## src/rtl/exec_unit.sv

```systemverilog
// exec_unit: serialised execute/write-back sequencer in front of a 4x8
// register file with a one-cycle registered read port.
// Each accepted instruction walks IDLE -> READ -> EXEC -> WB -> IDLE, so it
// occupies the block for exactly four cycles.
// Optional build macro: EXEC_CMP_EN turns opcode 10 into CMP (flags only).
// Without it, opcode 10 is illegal like 11-15.
module exec_unit #(
  parameter int DATA_W = 8,
  parameter int ADDR_W = 2
) (
  input  logic              clk,
  input  logic              rst,
  input  logic              instr_valid,
  output logic              instr_ready,
  input  logic [7:0]        instr,
  input  logic [DATA_W-1:0] imm,
  output logic [ADDR_W-1:0] rf_address_a,
  output logic [ADDR_W-1:0] rf_address_b,
  output logic              rf_write_enable,
  output logic [DATA_W-1:0] rf_write_data,
  input  logic [DATA_W-1:0] rf_data_a,
  input  logic [DATA_W-1:0] rf_data_b,
  output logic [DATA_W-1:0] result,
  output logic              flag_z,
  output logic              flag_c,
  output logic              done,
  output logic              illegal
);

  typedef enum logic [1:0] {
    IDLE = 2'd0,
    READ = 2'd1,
    EXEC = 2'd2,
    WB   = 2'd3
  } state_t;

  localparam logic [3:0] OP_NOP = 4'd0;
  localparam logic [3:0] OP_LDI = 4'd1;
  localparam logic [3:0] OP_MOV = 4'd2;
  localparam logic [3:0] OP_ADD = 4'd3;
  localparam logic [3:0] OP_SUB = 4'd4;
  localparam logic [3:0] OP_AND = 4'd5;
  localparam logic [3:0] OP_OR  = 4'd6;
  localparam logic [3:0] OP_XOR = 4'd7;
  localparam logic [3:0] OP_SHL = 4'd8;
  localparam logic [3:0] OP_SHR = 4'd9;
`ifdef EXEC_CMP_EN
  localparam logic [3:0] OP_CMP = 4'd10;
`endif

  state_t              state_r;
  logic [3:0]          op_r;
  logic [DATA_W-1:0]   imm_r;
  logic                ready_r;
  logic [ADDR_W-1:0]   addr_a_r;
  logic [ADDR_W-1:0]   addr_b_r;
  logic [DATA_W-1:0]   result_r;
  logic                flag_z_r;
  logic                flag_c_r;
  logic                we_r;
  logic                done_r;
  logic                illegal_r;

  logic [DATA_W:0]     sum_s;
  logic [DATA_W:0]     diff_s;
  logic [DATA_W-1:0]   alu_res_s;
  logic                alu_wr_s;
  logic                alu_ill_s;
  logic                alu_c_s;
  logic                alu_z_s;
  logic                alu_z_nowr_s;

  // ALU: next result/flags from the registered operands seen in EXEC.
  always_comb begin
    sum_s        = {1'b0, rf_data_a} + {1'b0, rf_data_b};
    diff_s       = {1'b0, rf_data_a} - {1'b0, rf_data_b};
    alu_res_s    = result_r;
    alu_wr_s     = 1'b0;
    alu_ill_s    = 1'b0;
    alu_c_s      = flag_c_r;
    alu_z_nowr_s = flag_z_r;
    case (op_r)
      OP_NOP: alu_wr_s = 1'b0;
      OP_LDI: begin alu_res_s = imm_r;                 alu_wr_s = 1'b1; end
      OP_MOV: begin alu_res_s = rf_data_b;             alu_wr_s = 1'b1; end
      OP_ADD: begin alu_res_s = sum_s[DATA_W-1:0];     alu_wr_s = 1'b1; alu_c_s = sum_s[DATA_W];  end
      OP_SUB: begin alu_res_s = diff_s[DATA_W-1:0];    alu_wr_s = 1'b1; alu_c_s = diff_s[DATA_W]; end
      OP_AND: begin alu_res_s = rf_data_a & rf_data_b; alu_wr_s = 1'b1; end
      OP_OR:  begin alu_res_s = rf_data_a | rf_data_b; alu_wr_s = 1'b1; end
      OP_XOR: begin alu_res_s = rf_data_a ^ rf_data_b; alu_wr_s = 1'b1; end
      OP_SHL: begin
        alu_res_s = {rf_data_a[DATA_W-2:0], 1'b0};
        alu_wr_s  = 1'b1;
        alu_c_s   = rf_data_a[DATA_W-1];
      end
      OP_SHR: begin
        alu_res_s = {1'b0, rf_data_a[DATA_W-1:1]};
        alu_wr_s  = 1'b1;
        alu_c_s   = rf_data_a[0];
      end
`ifdef EXEC_CMP_EN
      OP_CMP: begin
        alu_z_nowr_s = (diff_s[DATA_W-1:0] == {DATA_W{1'b0}});
        alu_c_s      = diff_s[DATA_W];
      end
`endif
      default: alu_ill_s = 1'b1;
    endcase
    // Writing opcodes derive Z from the written value; others keep or set it above.
    alu_z_s = alu_wr_s ? (alu_res_s == {DATA_W{1'b0}}) : alu_z_nowr_s;
  end

  // Sequencer: instruction latch, state walk and all registered outputs.
  always_ff @(posedge clk) begin
    if (rst) begin
      state_r   <= IDLE;
      op_r      <= 4'd0;
      imm_r     <= {DATA_W{1'b0}};
      ready_r   <= 1'b1;
      addr_a_r  <= {ADDR_W{1'b0}};
      addr_b_r  <= {ADDR_W{1'b0}};
      result_r  <= {DATA_W{1'b0}};
      flag_z_r  <= 1'b0;
      flag_c_r  <= 1'b0;
      we_r      <= 1'b0;
      done_r    <= 1'b0;
      illegal_r <= 1'b0;
    end else begin
      case (state_r)
        IDLE: begin
          we_r      <= 1'b0;
          done_r    <= 1'b0;
          illegal_r <= 1'b0;
          if (instr_valid && ready_r) begin
            op_r     <= instr[7:4];
            addr_a_r <= instr[3:2];
            addr_b_r <= instr[1:0];
            imm_r    <= imm;
            ready_r  <= 1'b0;
            state_r  <= READ;
          end
        end
        READ: state_r <= EXEC;
        EXEC: begin
          result_r  <= alu_res_s;
          flag_z_r  <= alu_z_s;
          flag_c_r  <= alu_c_s;
          we_r      <= alu_wr_s;
          done_r    <= 1'b1;
          illegal_r <= alu_ill_s;
          state_r   <= WB;
        end
        WB: begin
          we_r      <= 1'b0;
          done_r    <= 1'b0;
          illegal_r <= 1'b0;
          ready_r   <= 1'b1;
          state_r   <= IDLE;
        end
        default: begin
          we_r      <= 1'b0;
          done_r    <= 1'b0;
          illegal_r <= 1'b0;
          ready_r   <= 1'b1;
          state_r   <= IDLE;
        end
      endcase
    end
  end

  // Handshake and write-back strobes are masked by rst so an instruction
  // caught in WB when reset arrives never reaches the regfile.
  assign instr_ready     = ready_r & ~rst;
  assign rf_write_enable = we_r & ~rst;
  assign done            = done_r & ~rst;
  assign illegal         = illegal_r & ~rst;

  assign rf_address_a  = addr_a_r;
  assign rf_address_b  = addr_b_r;
  assign rf_write_data = result_r;
  assign result        = result_r;
  assign flag_z        = flag_z_r;
  assign flag_c        = flag_c_r;

endmodule

```

## config.mk

```make
export PLATFORM = sky130hd
export DESIGN_NAME = exec_unit
export DESIGN_NICKNAME = d
export VERILOG_FILES = /design/src/rtl/exec_unit.sv
export SDC_FILE = /design/constraint.sdc
export NUM_CORES = 1
export LEC_CHECK = 0
export ABC_AREA = 1
export CORE_MARGIN = 5
export CORE_UTILIZATION = 47
export DETAILED_ROUTE_END_ITERATION = 16
export GPL_TIMING_DRIVEN = 0
export PLACE_DENSITY = 0.77
export RECOVER_POWER = 25
export SYNTH_ARGS = -nofsm -noshare
export SYNTH_HDL_FRONTEND = slang
export SYNTH_SLANG_ARGS = --single-unit
```

## constraint.sdc

```tcl
create_clock -name clk -period 2.3 [get_ports clk]
set_clock_uncertainty 0.15 [all_clocks]
set_input_delay 0.575 -clock clk [delete_from_list [all_inputs] [get_ports clk]]
set_output_delay 0.575 -clock clk [all_outputs]
set_load 0.005 [all_outputs]
```

# Word level (Yosys, flattened, before mapping)
# Cells that the tools add are included.
[totals]
latchBits = 0
register_bits = 32
in_bits = 35
output_inout_bits = 26
rom_bits = 0
mem_bits_rw = 0
memories = 0
[classes]
n_mul = 0
div = 0
shift = 0
n_lt_le_gt_ge = 0
n_reduce_logical = 14
eq_ne = 13
n_bitwise = 8
n_mux = 11
n_addsub = 2
[op_table]
columns = ["op", "n"]
rows = [
  ["8-bit one-hot mux with 9 select lines", 1],
  ["4-bit by 3-bit equality test with 1-bit output (second input constant)", 4],
  ["10-bit OR reduction", 1],
  ["8-bit by 8-bit adder with 9-bit output", 1],
  ["9-bit OR reduction", 1],
  ["8-bit by 8-bit subtractor with 9-bit output", 1],
  ["8-bit AND", 1],
  ["4-bit by 2-bit equality test with 1-bit output (second input constant)", 2],
  ["4-bit equality test (second input constant)", 2],
  ["8-bit logical NOT", 1],
  ["8-bit OR", 1],
  ["1-bit one-hot mux with 2 select lines", 4],
  ["2-bit one-hot mux with 4 select lines", 1],
  ["2-bit AND reduction", 4],
  ["8-bit XOR", 1],
  ["1-bit AND", 4],
  ["2-bit equality test (second input constant)", 2],
  ["4-bit by 1-bit equality test with 1-bit output (second input constant)", 1],
  ["4-bit logical NOT", 1],
  ["1-bit one-hot mux with 4 select lines", 1],
  ["2-bit nonzero test", 2],
  ["4-bit nonzero test", 1],
  ["1-bit two-way mux", 3],
  ["2-bit by 1-bit equality test with 1-bit output (second input constant)", 1],
  ["6 further kinds", 6],
]

# Depth between registers and ports, before layout
# Gate-level depths: netlist of the first run.
[depth]
depth_word = 4
ltp_mapped = 16

# Worst setup path before layout of the first run
# OpenSTA, ideal clock, no wires.
[synth_timing]
path_type = "input to register"
start = "in rf_data_a[0]"
end = "reg flag_z_r, in the netlist flag_z"
t_arrival_ns = 2.063
setup_ns = 0.070
cell_stages = 16
slack_ns = 0.017
n_path_buf = 0
path_cell_list = "ha_1 inv_1 fa_1 inv_1 nand2_1 nand2_1 nand3_1 nand2_1 nand2_1 nand3_1 nand3_1 nor2_1 nand2_1 inv_1 nand3_1 a21oi_1"
[synth_between]
elab_chain_cells = 3
word_cells_on_any_way = 7
classes_between = "add/sub (2); mux (1); bitwise (3); reduce/logical (1)"
[synth_lines]
columns = ["element", "line_no", "text"]
rows = [
  ["start, declared", "21", "input logic [DATA_W-1:0] rf_data_a,"],
  ["8-bit by 8-bit subtractor with 9-bit output, or another cell as far along", "76", "diff_s = {1'b0, rf_data_a} - {1'b0, rf_data_b};"],
  ["8-bit one-hot mux with 9 select lines (*)", "82", "case (op_r)"],
  ["8-bit logical NOT (*)", "110", "alu_z_s = alu_wr_s ? (alu_res_s == {DATA_W{1'b0}}) : alu_z_nowr_s;"],
  ["end signal, assigned", "146", "flag_z_r <= alu_z_s;"],
  ["end, declared", "58", "logic flag_z_r;"],
]
# Mark *: on every way between the ends. The rest lies on a longest branch, timed or not.
# A chain may end at the register's enable or synchronous reset.

# Worst setup path after layout of the first run
# Same ends and word-level chain as after synthesis.

==> impl_metrics.yaml, run 1 <==
sta:
  report.final.slew_viol_count: 0
  layout_worst_path_cycle_share_pct: 103
  worst_slew_pin_slew_ns: 0.737
  final-setup-viol-count: 1
  fmax_mhz: 424
  setup_slack_ns: -0.0575
  tns_ns: -0.0575
  slew_headroom_pct: 50.7
  finalHoldViolCount: 0
  finalCriticalPeriod_ns: 2.36
  grt_setup_unrepaired: "yes"
routing:
  drc: 0
  vias: 3343
  detail-route-antenna-nets: 0
  wl_microns: 9340
  drt-vias-per-instance: 5.36
  dr.pass1.iters: 5
  drt-initial-drc-count: 269
  wl_per_cell_microns: 15.0
placement:
  dpl.hpwl_microns: 7210
  gp_congestion: 0.928
  placement.io_buffers: 59
  dp_cells: 608
  dp_slack_ns: -0.923
setup_path:
  critical_path.max_stage_delay_ns: 0.58
  worstSetupStartpointType: "primary input"
  critPathSlowestCell: "fa_2"
  r2r_setup_slack_ns: 0.09
  crit_chain: "buf_8 -> ha_4 -> inv_4 -> fa_2 -> inv_2 -> nand2_1 -> nand2_1 -> nor2_1 -> nand4_1 -> nor2_1 -> nand2_1 -> nor2_1 -> nand3_1 -> a21oi_1"
  cp.depth: 14
  worstSetupPathType: "in2reg"
  r2r-end: "flag_z"
  rr_startpoint: "op_r[3]"
  path_buf_inv: 3
  cp.arrival_ns: 2.43
  critPathMaxFanout: 2
  rr_worst_depth: 12
  path_delay_family: "simple AND/OR/NAND/NOR gates"
  worstSetupEndpointType: "flop"
  required_ns: 2.37
  critPathCapture: "flag_z"
  cp-startpoint: "rf_data_a[0]"
run:
  max_cap_violations: 0
run_status:
  status: "complete, but fails checks"
  failed_checks: "setup timing"
synthesis:
  synth_seq_area_share_pct: 22.0
  syn_nets: 540
  ys_warn_count: 0
  async_reset_ff_share_pct: 0
  syn_area_per_cell_sq_um: 6.15
  ys_ff_latch: 32
  syn_area_sq_mm: 0.00292
  synth-edff-count: 0
  synth-main-ff-cell: "dfxtp_1"
  ys_types: 30
  synthCells: 474
cts:
  cts.path.max_buffers: 2
  clkLatencyLatePin_ns: 0.29
  ctsHtreeMaxLevel: 2
  cts_root_buf: "clkbuf_8"
  path_clk_slew_ns: 0.06
  cts_buffers: 5
  cts_sinks: 32
  cts_tree: "yes"
finish:
  final_util_pct: 66.2
  syn_to_final_growth_pct: 36.0
  nets: 614
  drive_above_1_share_pct: 16.2
  diodes: 0
  stdcell_count: 624
floorplanning:
  dieArea_sq_mm: 0.00788
  rows: 28
  initial_core_util_pct: 48.7
  die_w_microns: 88.8
  fp.dieH_microns: 88.8
  core_area_sq_mm: 0.00599
  ios: 61
global_routing:
  antenna_found_initial: 0
  grt_usage_pct: 24.1
  grt_pass1_vias: 3148
  grt_pass1_wl_microns: 14600
  grt_overflow_total: 0
  grt_max_degree: 11
power_and_ir_drop:
  leakage_uw: 0.00185
  power.density_mw_per_mm2: 848
  ir_worst_vdd_uv: 661
min_path:
  hold_class: "reg2reg"
[state kept, by name (all words and copies together), names as in the netlist]
register,cells
ready_r,1
we_r,1
result,8
imm_r,8
illegal_r,1
done_r,1
rf_address_b,2
flag_z,1
flag_c,1
rf_address_a,2
state_r,2
op_r,4
[placed cells by master, fill, tap and decap left out, types with 4 or more instances in the layout]
cell type | netlist | layout
nand2_1 | 100 | 96
a21oi_1 | 31 | 28
nand3_1 | 57 | 53
inv_1 | 80 | 71
buf_2 | 6 | 6
clkbuf_8 | 0 | 5
ha_1 | 29 | 21
nand4_1 | 9 | 9
ha_4 | 0 | 8
inv_2 | 3 | 8
o21ai_0 | 36 | 33
clkdlybuf4s50_1 | 0 | 43
nor2_1 | 44 | 38
nand2_2 | 2 | 6
o211ai_1 | 6 | 6
nor2_2 | 3 | 6
dfxtp_1 | 32 | 32
clkbuf_1 | 8 | 9
nor2_4 | 1 | 4
nand3_2 | 0 | 4
nand3b_1 | 4 | 4
buf_4 | 8 | 17
[Yosys cell counts, types with 2 or more instances]
cell type	number	share of area, %
nand2_1	100	13
inv_1	80	10
nand3_1	57	9.8
nor2_1	44	5.7
o21ai_0	36	6.2
dfxtp_1	32	22
a21oi_1	31	5.3
ha_1	29	12
nand4_1	9	1.9
buf_4	8	2.1
clkbuf_1	8	1.0
buf_2	6	1.0
o211ai_1	6	1.5
nand3b_1	4	1.0
inv_2	3	0.39
nor2_2	3	0.64
fa_1	2	1.4
nand2_2	2	0.43
o21a_1	2	0.51
or2_2	2	0.43
[layout make-up]
class	count	area, sq um
well taps	75	93.8
repair buffers	69	648
flip-flops and latches	32	641
clock buffers	6	72.6
plain buffers	21	128
clock inverters	2	35.0
inverters	84	327
fillers	567	2020
multi-input cells	335	2020
[repair_timing]
action / in CTS / in global routing
setup buffers: 6 / 3
hold endpoints to repair: 0 / 0
gates resized for setup: 73 / 33
endpoints found under the setup margin: 9 / 5
pin swaps: 21 / 18
gates cloned: 0 / 1
hold buffers: 0 / 0
[report_power, final]
group	switching, uW	internal [uW]
sequential	137	734
combinational	1120	848
clock	206	321
[worst min-delay path: cells and delay by family, from the launching register on]
family / cells / cell delay [ns]
DFF: 1 / 0.31
buffers and inverters: 1 / 0.05
AOI/OAI and AO/OA: 1 / 0.05
[routing by layer]
| layer | vias up | GRT usage [%] | part of all wire (%) |
|---|---|---|---|
| li1 | 1651 | - | - |
| met5 | - | 0 | 0 |
| met1 | 1529 | 30.1 | 41 |
| met2 | 136 | 40.6 | 48 |
| met3 | 27 | 4.38 | 7.3 |
| met4 | 0 | 10.0 | 3.1 |
[stage by stage]
| stage | hold slack, ns | total power [uW] | area, sq um |
|---|---|---|---|
| 5_1_grt | 0.326 | 3640 | 3970 |
| 6_report | 0.298 | 3360 | 3970 |
| 4_1_cts | 0.301 | 3300 | 3850 |
| 2_1_floorplan | 0.274 | 2000 | 2920 |
| 3_3_place_gp | 0.281 | 2640 | 3600 |
| 3_5_place_dp | 0.289 | 2690 | 3600 |
[how the worst min path moves through the flow]
stage                          startpoint              end  slack, ns  cells past startpoint
after floorplan                  imm_r[0]         imm_r[0]       0.27                      2
after global placement    rf_address_b[0]  rf_address_b[0]       0.28                      2
after detailed placement  rf_address_b[0]  rf_address_b[0]       0.29                      2
after CTS                 rf_address_b[0]  rf_address_b[0]       0.30                      2
after global routing             imm_r[0]         imm_r[0]       0.33                      2
final                     rf_address_b[0]  rf_address_b[0]       0.30                      2
[kinds of logic after synthesis]
family	synth area share [%]
buffers and inverters	15.1
AOI/OAI and AO/OA	15.1
adders and majority gates	13.8
and+or+nand+nor	33.8
xor gates and xnor gates	0.300
DFF	22.0
Power figures use the tool's default switching activity.
==> inputs of run 2 (changes only) <==
CORE_MARGIN = unset   (was 5)
==> run 2 against run 1 <==
Compared with the run above:
- the run still ends with setup timing left
- cell area decreased by 1.6%
- combinational power decreased by 3%
- clock-buffer cell count increased by 1
- via count increased by 0.81%
- routed wire length decreased by 5.0%
- first-iteration DRC count decreased by 19%
==> impl_metrics.yaml, run 2 (synthesis gave the netlist of run 1 again) <==
setup_path:
  crit_chain: "clkdlybuf4s50_1 -> inv_1 -> ha_1 -> nand2_1 -> o211ai_1 -> nor2_1 -> nand3_2 -> nor2_2 -> nand3_1 -> a21oi_1"
  critical_path.max_stage_delay_ns: 0.52
  cp.arrival_ns: 2.40
  critPathMaxFanout: 4
  critPathSlowestCell: "clkdlybuf4s50_1"
  rr_worst_depth: 12
  worstSetupEndpointType: "flop"
  required_ns: 2.37
  worstSetupPathType: "in2reg"
  worstSetupStartpointType: "primary input"
min_path:
  hold_class: "reg2reg"
  hold_depth: 2
cts:
  cts_tree: "yes"
  ctsHtreeMaxLevel: 2
  path_clk_slew_ns: 0.07
  cts_hold_buffers: 0
  cts.path.max_buffers: 2
  cts_buffers: 5
  cts_root_buf: "clkbuf_8"
  clkLatencyLatePin_ns: 0.29
  cts_sinks: 32
routing:
  vias: 3370
  detail-route-antenna-nets: 0
  wl_microns: 8870
  dr.pass1.iters: 6
  drc: 0
  wl_per_cell_microns: 14.3
  drt-initial-drc-count: 217
  drt-vias-per-instance: 5.42
placement:
  placement.io_buffers: 59
  dpl.hpwl_microns: 6870
  dp_slack_ns: -0.979
  dp_cells: 608
  gp_congestion: 0.968
  postPlaceCellArea_sq_mm: 0.00360
floorplanning:
  dieArea_sq_mm: 0.00652
  die_w_microns: 80.8
  fp.dieH_microns: 80.8
  ios: 61
  initial_core_util_pct: 49.0
  core_area_sq_mm: 0.00596
  rows: 28
global_routing:
  antenna_found_initial: 0
  grt_max_degree: 11
  grt_usage_pct: 28.1
  grt_pass1_vias: 3077
  grt_pass1_wl_microns: 13900
  grt_overflow_total: 0
sta:
  layout_worst_path_cycle_share_pct: 101
  final-setup-viol-count: 1
  worst_slew_pin_slew_ns: 0.699
  report.final.slew_viol_count: 0
  fmax_mhz: 430
  finalHoldViolCount: 0
  slew_headroom_pct: 53.2
  finalCriticalPeriod_ns: 2.32
  grt_setup_unrepaired: "yes"
  tns_ns: -0.0234
  setup_slack_ns: -0.0234
power_and_ir_drop:
  power_frac_comb_pct: 59.0
  leakage_uw: 0.00184
  switching_share_pct: 44.5
  p_switching_uw: 1440
  total_power_uw: 3250
  power.density_mw_per_mm2: 832
  ir_worst_vdd_uv: 616
  clockPowerShare_pct: 14.0
  p_int_uw: 1800
  sequentialPowerShare_pct: 26.9
finish:
  syn_to_final_growth_pct: 33.8
  final_area_sq_mm: 0.00390
  drive_above_1_share_pct: 16.6
  diodes: 0
  mostFrequentLayoutCell: "nand2_1"
  stdcell_count: 622
  nets: 612
  most-common-layout-cells: "nand2_1, inv_1, nand3_1"
run_status:
  failed_checks: "setup timing"
  status: "complete, but fails checks"
run:
  max_cap_violations: 0
## run 2: cell types whose count changed in the layout (fill, tap and decap cells not counted), moves of 2 or more
cell     delta
ha_1        +3
ha_4        -3
inv_1       -2
inv_2       +5
inv_4       -2
nand3_1     -2
nand3_2     +2
nor2_1      -2
o21ai_0     +3
o21ai_1     -3
## run 2: per-stage QoR
step                      hold slack [ns]  util [%]
final                               0.300      65.5
after CTS                           0.300      63.9
after global placement              0.285      60.5
after detailed placement            0.291      60.5
after global routing                0.317      65.5
after floorplan                     0.274         -
## run 2: routing by layer
metal	global-route usage, %	routed length, microns
met5	0	0
met3	4.38	628
met2	47.2	4220
met1	34.9	3740
met4	13.8	283
## run 2: power groups by stage
stage | Sequential, uW | Combinational [uW] | Clock (uW)
final | 874 | 1920 | 456
after global routing | 895 | 2130 | 483
after CTS | 871 | 1840 | 459
after detailed placement | 882 | 1790 | 0
after global placement | 875 | 1750 | 0
after floorplan | 861 | 1130 | 0
## run 2: path summary, 6_finish.rpt
path                 from  endpoint  slack [ns]
max reg2reg       op_r[3]    flag_z        0.11
min reg2reg      imm_r[2]  imm_r[2]        0.30
min              imm_r[2]  imm_r[2]        0.30
max          rf_data_b[7]    flag_z       -0.02
## run 2: worst max-delay path: cells and delay by family
family / cells / cell delay [ns]
simple gates: 5 / 0.64
buf+inv: 2 / 0.62
fa+ha+maj: 1 / 0.35
compound gates: 2 / 0.20
## run 2: cell type report
type                    count  area [sq um]
plain buffers              21           128
clock buffers               7          86.3
clock inverters             1          7.51
fillers                   563          2050
inverters                  84           318
multi-input cells         335          2000
flip-flops and latches     32           641
well taps                  75          93.8
repair buffers             67           631
## run 2: what timing repair did
action | CTS | global route
resized for setup | 70 | 33
buffers inserted | 4 | 3
cloned | 0 | 1
setup endpoints to repair | 9 | 5
pin swaps | 14 | 16
